<file path="config.mk">
export PLATFORM = sky130hd
export DESIGN_NAME = node_reporter
export DESIGN_NICKNAME = d
export VERILOG_FILES = /design/src/rtl/node_reporter_pkg.sv /design/src/rtl/uart_tx_byte.sv /design/src/rtl/node_reporter.sv
export SDC_FILE = /design/constraint.sdc
export NUM_CORES = 1
export LEC_CHECK = 0
export CORE_AREA = 2 2 85 87
export CTS_CLUSTER_SIZE = 30
export DETAILED_ROUTE_END_ITERATION = 6
export DIE_AREA = 0 0 87 89
export PLACE_DENSITY = 0.77
export SLEW_MARGIN = 20
export SYNTH_ARGS = -nofsm -noshare
export SYNTH_HDL_FRONTEND = slang
export SYNTH_SLANG_ARGS = --single-unit
</file>
<file path="constraint.sdc">
create_clock -name clock -period 10.15 [get_ports clock]
set_input_delay 3.045 -clock clock [delete_from_list [all_inputs] [get_ports clock]]
set_output_delay 3.045 -clock clock [all_outputs]
set_load 0.1 [all_outputs]
</file>
<file path="src/rtl/node_reporter_pkg.sv">
// node_reporter shared definitions: frame bytes, line classes, FSM states.
// Frame length depends on NODE_REPORTER_CHECKSUM_EN (4 bytes when defined, 3 otherwise).
package node_reporter_pkg;

  localparam logic [7:0] HEADER = 8'hA5;
  localparam logic [7:0] CODE_L = 8'h4C;
  localparam logic [7:0] CODE_R = 8'h52;

`ifdef NODE_REPORTER_CHECKSUM_EN
  localparam int FRAME_LEN = 4;
`else
  localparam int FRAME_LEN = 3;
`endif

  typedef enum logic [1:0] {
    CLS_NONE = 2'd0,
    CLS_L    = 2'd1,
    CLS_R    = 2'd2
  } cls_t;

  typedef enum logic [2:0] {
    ST_IDLE = 3'd0,
    ST_LOAD = 3'd1,
    ST_SEND = 3'd2,
    ST_WAIT = 3'd3,
    ST_DONE = 3'd4
  } state_t;

  // Raw line pattern -> node class (left/right branch or nothing).
  function automatic cls_t classify(input logic [2:0] ls);
    case (ls)
      3'b110:  return CLS_L;
      3'b011:  return CLS_R;
      default: return CLS_NONE;
    endcase
  endfunction

  // Side bit (0 = left, 1 = right) -> ASCII side code.
  function automatic logic [7:0] side_code(input logic side);
    return side ? CODE_R : CODE_L;
  endfunction

endpackage

</file>
<file path="src/rtl/uart_tx_byte.sv">
// 8N1 byte serialiser, LSB first, idle high. Each bit lasts CLK_DIV cycles.
// done is high during the final cycle of the stop bit so the caller can
// issue the next start with exactly one idle cycle in between.
module uart_tx_byte #(
  parameter int CLK_DIV = 5208
) (
  input  logic       clock,
  input  logic       rst_n,
  input  logic       start,
  input  logic [7:0] data,
  output logic       tx,
  output logic       done
);

  localparam logic [15:0] LAST = 16'(CLK_DIV - 1);

  logic        active;
  logic [3:0]  bit_idx;
  logic [15:0] div;
  logic [8:0]  shreg;

  assign done = active && (div == LAST) && (bit_idx == 4'd9);

  // Bit timer and shifter; tx is registered so it is glitch-free.
  always_ff @(posedge clock or negedge rst_n) begin
    if (!rst_n) begin
      tx      <= 1'b1;
      active  <= 1'b0;
      bit_idx <= '0;
      div     <= '0;
      shreg   <= '1;
    end else if (start && !active) begin
      tx      <= 1'b0;
      active  <= 1'b1;
      bit_idx <= '0;
      div     <= '0;
      shreg   <= {1'b1, data};
    end else if (active) begin
      if (div == LAST) begin
        div <= '0;
        if (bit_idx == 4'd9) begin
          active <= 1'b0;
          tx     <= 1'b1;
        end else begin
          bit_idx <= bit_idx + 4'd1;
          tx      <= shreg[0];
          shreg   <= {1'b1, shreg[8:1]};
        end
      end else begin
        div <= div + 16'd1;
      end
    end
  end

endmodule

</file>
<file path="src/rtl/node_reporter.sv">
// Line-follower node reporter: debounces line_state, counts node events and
// sends a framed report over UART to the XBee. One pending frame is buffered;
// further events while it is full are counted but dropped (sticky overflow).
// Optional checksum byte: define NODE_REPORTER_CHECKSUM_EN.
import node_reporter_pkg::*;

module node_reporter #(
  parameter int CLK_DIV  = 5208,
  parameter int DEBOUNCE = 16
) (
  input  logic       clock,
  input  logic       rst_n,
  input  logic [2:0] line_state,
  output logic       xbee_tx,
  output logic       busy,
  output logic [7:0] node_count,
  output logic       overflow
);

  logic [1:0] rst_pipe;
  logic       rst_s;

  // Reset asserts asynchronously, releases after two clock edges.
  always_ff @(posedge clock or negedge rst_n) begin
    if (!rst_n) rst_pipe <= 2'b00;
    else        rst_pipe <= {rst_pipe[0], 1'b1};
  end
  assign rst_s = rst_pipe[1];

  // ---------------- debounce / event detect ----------------
  cls_t       cls, last_cls, deb;
  logic [7:0] run_cnt, run_nxt;
  logic       accept, evt, evt_side;

  // Length of the current run of identical raw classes, including this cycle.
  always_comb begin
    cls = classify(line_state);
    if (cls == last_cls) run_nxt = (run_cnt == 8'hFF) ? run_cnt : run_cnt + 8'd1;
    else                 run_nxt = 8'd1;
    accept   = (run_nxt >= 8'(DEBOUNCE));
    evt      = rst_s && accept && (deb == CLS_NONE) && (cls != CLS_NONE);
    evt_side = (cls == CLS_R);
  end

  // Run tracking and debounced class register.
  always_ff @(posedge clock or negedge rst_s) begin
    if (!rst_s) begin
      last_cls <= CLS_NONE;
      run_cnt  <= '0;
      deb      <= CLS_NONE;
    end else begin
      last_cls <= cls;
      run_cnt  <= run_nxt;
      if (accept) deb <= cls;
    end
  end

  // ---------------- frame FSM ----------------
  state_t     state, state_nxt;
  logic [1:0] byte_idx;
  logic       last_byte, pop, start, done;
  logic [7:0] tx_data;
  logic       cur_side, pend_side, pend_vld;
  logic [7:0] cur_cnt, pend_cnt;
  logic       idle_like;

  assign last_byte = (byte_idx == 2'(FRAME_LEN - 1));
  assign idle_like = (state == ST_IDLE) || (state == ST_DONE);

  // Next state; LOAD and WAIT are the idle-high gap cycles that launch a byte.
  always_comb begin
    state_nxt = state;
    start     = 1'b0;
    pop       = 1'b0;
    case (state)
      ST_IDLE: if (evt) state_nxt = ST_LOAD;
      ST_LOAD: begin
        start     = 1'b1;
        state_nxt = ST_SEND;
      end
      ST_SEND: if (done) begin
        if (!last_byte) state_nxt = ST_WAIT;
        else if (pend_vld) begin
          state_nxt = ST_LOAD;
          pop       = 1'b1;
        end else state_nxt = ST_DONE;
      end
      ST_WAIT: begin
        start     = 1'b1;
        state_nxt = ST_SEND;
      end
      ST_DONE: state_nxt = evt ? ST_LOAD : ST_IDLE;
      default: state_nxt = ST_IDLE;
    endcase
  end

  // State register.
  always_ff @(posedge clock or negedge rst_s) begin
    if (!rst_s) state <= ST_IDLE;
    else        state <= state_nxt;
  end

  // Byte index within the frame; restarts whenever a frame is loaded.
  always_ff @(posedge clock or negedge rst_s) begin
    if (!rst_s)                                   byte_idx <= '0;
    else if (state_nxt == ST_LOAD)                byte_idx <= '0;
    else if (state == ST_SEND && done && !last_byte) byte_idx <= byte_idx + 2'd1;
  end

  // Byte to send for the current frame.
  always_comb begin
    tx_data = HEADER;
    case (byte_idx)
      2'd1:    tx_data = side_code(cur_side);
      2'd2:    tx_data = cur_cnt;
`ifdef NODE_REPORTER_CHECKSUM_EN
      2'd3:    tx_data = HEADER ^ side_code(cur_side) ^ cur_cnt;
`endif
      default: tx_data = HEADER;
    endcase
  end

  // Event counting, current frame and single pending slot.
  // An event in the cycle the slot is popped refills it without a drop.
  always_ff @(posedge clock or negedge rst_s) begin
    if (!rst_s) begin
      node_count <= '0;
      overflow   <= 1'b0;
      cur_side   <= 1'b0;
      cur_cnt    <= '0;
      pend_vld   <= 1'b0;
      pend_side  <= 1'b0;
      pend_cnt   <= '0;
    end else begin
      if (evt) node_count <= node_count + 8'd1;
      if (pop) begin
        cur_side <= pend_side;
        cur_cnt  <= pend_cnt;
      end
      if (evt && idle_like) begin
        cur_side <= evt_side;
        cur_cnt  <= node_count + 8'd1;
      end else if (evt && (pop || !pend_vld)) begin
        pend_vld  <= 1'b1;
        pend_side <= evt_side;
        pend_cnt  <= node_count + 8'd1;
      end else begin
        if (evt) overflow <= 1'b1;
        if (pop) pend_vld <= 1'b0;
      end
    end
  end

  assign busy = ((state != ST_IDLE) && (state != ST_DONE)) || pend_vld || evt;

  uart_tx_byte #(.CLK_DIV(CLK_DIV)) u_tx (
    .clock (clock),
    .rst_n (rst_s),
    .start (start),
    .data  (tx_data),
    .tx    (xbee_tx),
    .done  (done)
  );

endmodule

</file>
==> run_results.csv <==
group,metric,value,unit
worst_setup_path,worstPathRequired,7.11,ns
global_routing,overflow,0,
cells_and_area,diodes,0,
clock_tree,htreeDepth,3,
synthesis,ys_seq_area_frac,0.485,
synthesis,ys_seq_elements,77,
detailed_routing,drt_iter0_markers,174,
synthesis,synth_cell_types,62,
sta,hold_violations,0,
place,port_buffers,15,
cells_and_area,final_cells,488,
synthesis,synthMuxAreaShare,0.0489,
cells_and_area,final_cell_mix,"67 x dfrtp_1, 34 x nand2_1, 26 x nand3_1",
synthesis,async_flop_share,1.00,
worst_setup_path,cp_max_fo,19,
die,start_util,0.595,
power_and_ir_drop,powerDensity,132,nW/um^2
synthesis,synth-compound-area-share,0.140,
sta,relSlewSlack,0.348,
cells_and_area,n_fill_cell,534,
detailed_routing,post_drt_wl_per_cell,15.4,um
die,fp-row-count,30,
clock_tree,clkTransAtPathRegs,0.08,ns
synthesis,synth_top_area_frac,0.426,
detailed_routing,vias_per_cell,6.05,
clock_tree,cts_resized,0,
die,core,6720,um^2
worst_setup_path,worstSetupStartpointType,"input port",
detailed_routing,firstDrtPassIters,4,
clock_tree,clk_path_buf_depth,2,
sta,final.min_clock_period,8.33,ns
synthesis,synth_edf_count,0,
detailed_routing,route.vias.total,2950,
synthesis,synth_top_family_by_area,"simple AND/OR/NAND/NOR gates",
power_and_ir_drop,ir_worst_vdd,75.7,uV
synthesis,synth_area,4000,um^2
detailed_routing,ant_nets,0,
synthesis,synth_top_flop_cell,"dfrtp_1",
die,ios,16,
power_and_ir_drop,report.power.total,575,uW
synthesis,synth_top_cell_by_area,"dfrtp_1",
cells_and_area,seqCellArea,1940,um^2
sta,tns,0,ns
sta,skew,0.0115,ns
global_routing,grt_pass1_wl,13400,um
synthesis,synthAdderAreaFrac,0.0219,
detailed_routing,wl,7510,um
synthesis,synth_xor_area_frac,0.0417,
sta,clock.fmax,0.120,GHz
cells_and_area,areaGrowthSynthToFinish,9.49,%
sta,drv_slew,0,
synthesis,yosys.area_share.simple,0.221,
clock_tree,cts_tree,"built",
clock_tree,numCtsBuffers,9,
place,hpwl,5090,um
clock_tree,cts_setup_buffers,0,
global_routing,gr-usage-all-layers,0.221,
synthesis,syn-num-nets,401,
die,die_h,89,um
worst_setup_path,setup.worst_path.end_class,"primary output",
synthesis,syn-instance-count,389,
detailed_routing,route.detailed.drc,0,
sta,worst_pin_slew,0.976,ns
worst_setup_path,critPathArrivalTime,5.28,ns
die,die_area,7740,um^2
sta,finalSetupViolCount,0,
power_and_ir_drop,p_leak,1.92,nW
clock_tree,cts_sinks,77,
synthesis,yosys-top-cells-area,"dfrtp_1 43%, dfstp_2 5.9%, mux2_2 3.4%",
sta,fin_crit_sh,0.820,
die,die_w,87,um
cells_and_area,multi_input_area,1890,um^2
place,gp_congestion,0.806,
outcome,status,"completed",
synthesis,avgSynthCellArea,10.3,um^2
hold_path,hold_path_class,"flip-flop to flip-flop",
sta,rsz0062_at_grt,"no",
global_routing,grt_pass1_vias,2791,
cells_and_area,fin_nets,415,
run,drv_cap,0,
global_routing,grt_max_degree,77,
clock_tree,clk_latency,0.36,ns
clock_tree,root_buffer,"clkbuf_8",
worst_setup_path,critical_path_class,"input port to primary output",
cells_and_area,final_common_cell,"dfrtp_1",
cells_and_area,drive_above_1_share,0.147,
global_routing,antenna_found_initial,0,
synthesis,ys.warnings.count,0,
clock_tree,holdBufCountCts,0,
place,dp.cells,472,
[routing by layer]
layer | routed length [um] | up-vias | track usage
met5 | 0 | - | 0
met1 | 3650 | 1440 | 0.303
met4 | 79 | 0 | 0.0582
li1 | - | 1444 | -
met3 | 296 | 10 | 0.0656
met2 | 3490 | 56 | 0.345
[path summary, 6_finish.rpt]
| check | depth (start not counted) | end | slack (ns) | from |
|---|---|---|---|---|
| max in group asynchronous | 1 | rst_pipe[1] | 7.19 | rst_n |
| setup reg to reg | 5 | pend_cnt[3] | 7.23 | rst_pipe[1] |
| min in group asynchronous | 1 | deb[0] | 0.49 | rst_pipe[1] |
| hold / removal | 0 | rst_pipe[1] | 0.36 | rst_pipe[0] |
| setup / recovery | 6 | busy | 1.82 | line_state[1] |
| hold reg to reg | 0 | rst_pipe[1] | 0.36 | rst_pipe[0] |
[synth_stat cells, types with 2 or more instances]
cell / count
dfrtp_1: 68
nand2_1: 34
nand3_1: 26
nor2_1: 25
inv_1: 24
o21ai_0: 21
a21oi_1: 15
mux2_2: 12
nand4_1: 12
xnor2_1: 12
dfstp_2: 9
and3_1: 8
o211ai_1: 8
ha_1: 7
or3_1: 7
xor2_1: 7
a221o_1: 6
clkbuf_1: 6
mux2i_1: 6
o31ai_1: 6
buf_2: 5
nor3_1: 5
a211oi_1: 3
and4b_1: 3
nor2b_1: 3
nor4_1: 3
o221a_2: 3
a22o_1: 2
a31o_2: 2
and3b_1: 2
and4_1: 2
and4bb_2: 2
buf_4: 2
nand2b_1: 2
nor4b_1: 2
nor4bb_1: 2
o21a_1: 2
[stage by stage]
step | util | hold WS (ns) | instance area, um^2 | setup slack [ns]
5_1_grt | 0.651 | 0.384 | 4370 | 1.55
2_1_floorplan | - | 0.331 | 4000 | 2.33
3_5_place_dp | 0.623 | 0.348 | 4190 | 1.82
3_3_place_gp | 0.623 | 0.341 | 4190 | 1.86
6_report | 0.651 | 0.361 | 4370 | 1.82
4_1_cts | 0.651 | 0.368 | 4370 | 1.81
[state kept, by name, summed over array words and instances, names as in the netlist]
name / cells
u_tx.shreg: 8
cur_cnt: 8
node_count: 8
u_tx.tx: 1
pend_cnt: 8
cur_side: 1
u_tx.div: 16
byte_idx: 2
u_tx.active: 1
rst_pipe: 2
last_cls: 2
pend_side: 1
deb: 2
state: 3
overflow: 1
run_cnt: 8
u_tx.bit_idx: 4
pend_vld: 1
[power by group]
| part | switching [mW] | internal [mW] | leakage (nW) | total, mW |
|---|---|---|---|---|
| Combinational | 0.0212 | 0.0108 | 0.895 | 0.0320 |
| Sequential | 0.00798 | 0.313 | 0.933 | 0.321 |
| Clock | 0.127 | 0.0951 | 0.0947 | 0.222 |
[layout make-up]
cell class                      instances  area share
Tap cell                               80      0.0229
Inverter                               24      0.0206
Multi-Input combinational cell        274       0.433
Sequential cell                        77       0.443
Clock inverter                          7      0.0149
Timing Repair Buffer                   17      0.0372
Clock buffer                            9      0.0283
[cell families (layout without fill, tap and decap cells)]
kind of cell             Yosys count  in the layout
adder cells (fa/ha/maj)            7              7
buffers and inverters             38             57
flip-flops                        77             77
other                              1              1
multiplexers                      18             18
XOR/XNOR                          19             19
AND/OR/NAND/NOR                  150            150
AO/OA/AOI/OAI                     79             79
[critical path, cell delays in order]
cell and delay (ns):
clkdlybuf4s50_1 0.51, nand2_1 0.10, nor4_4 0.83, nand2_1 0.31, nand3b_1 0.18, buf_4 0.30
No activity file was read; power rests on OpenSTA's default activity.
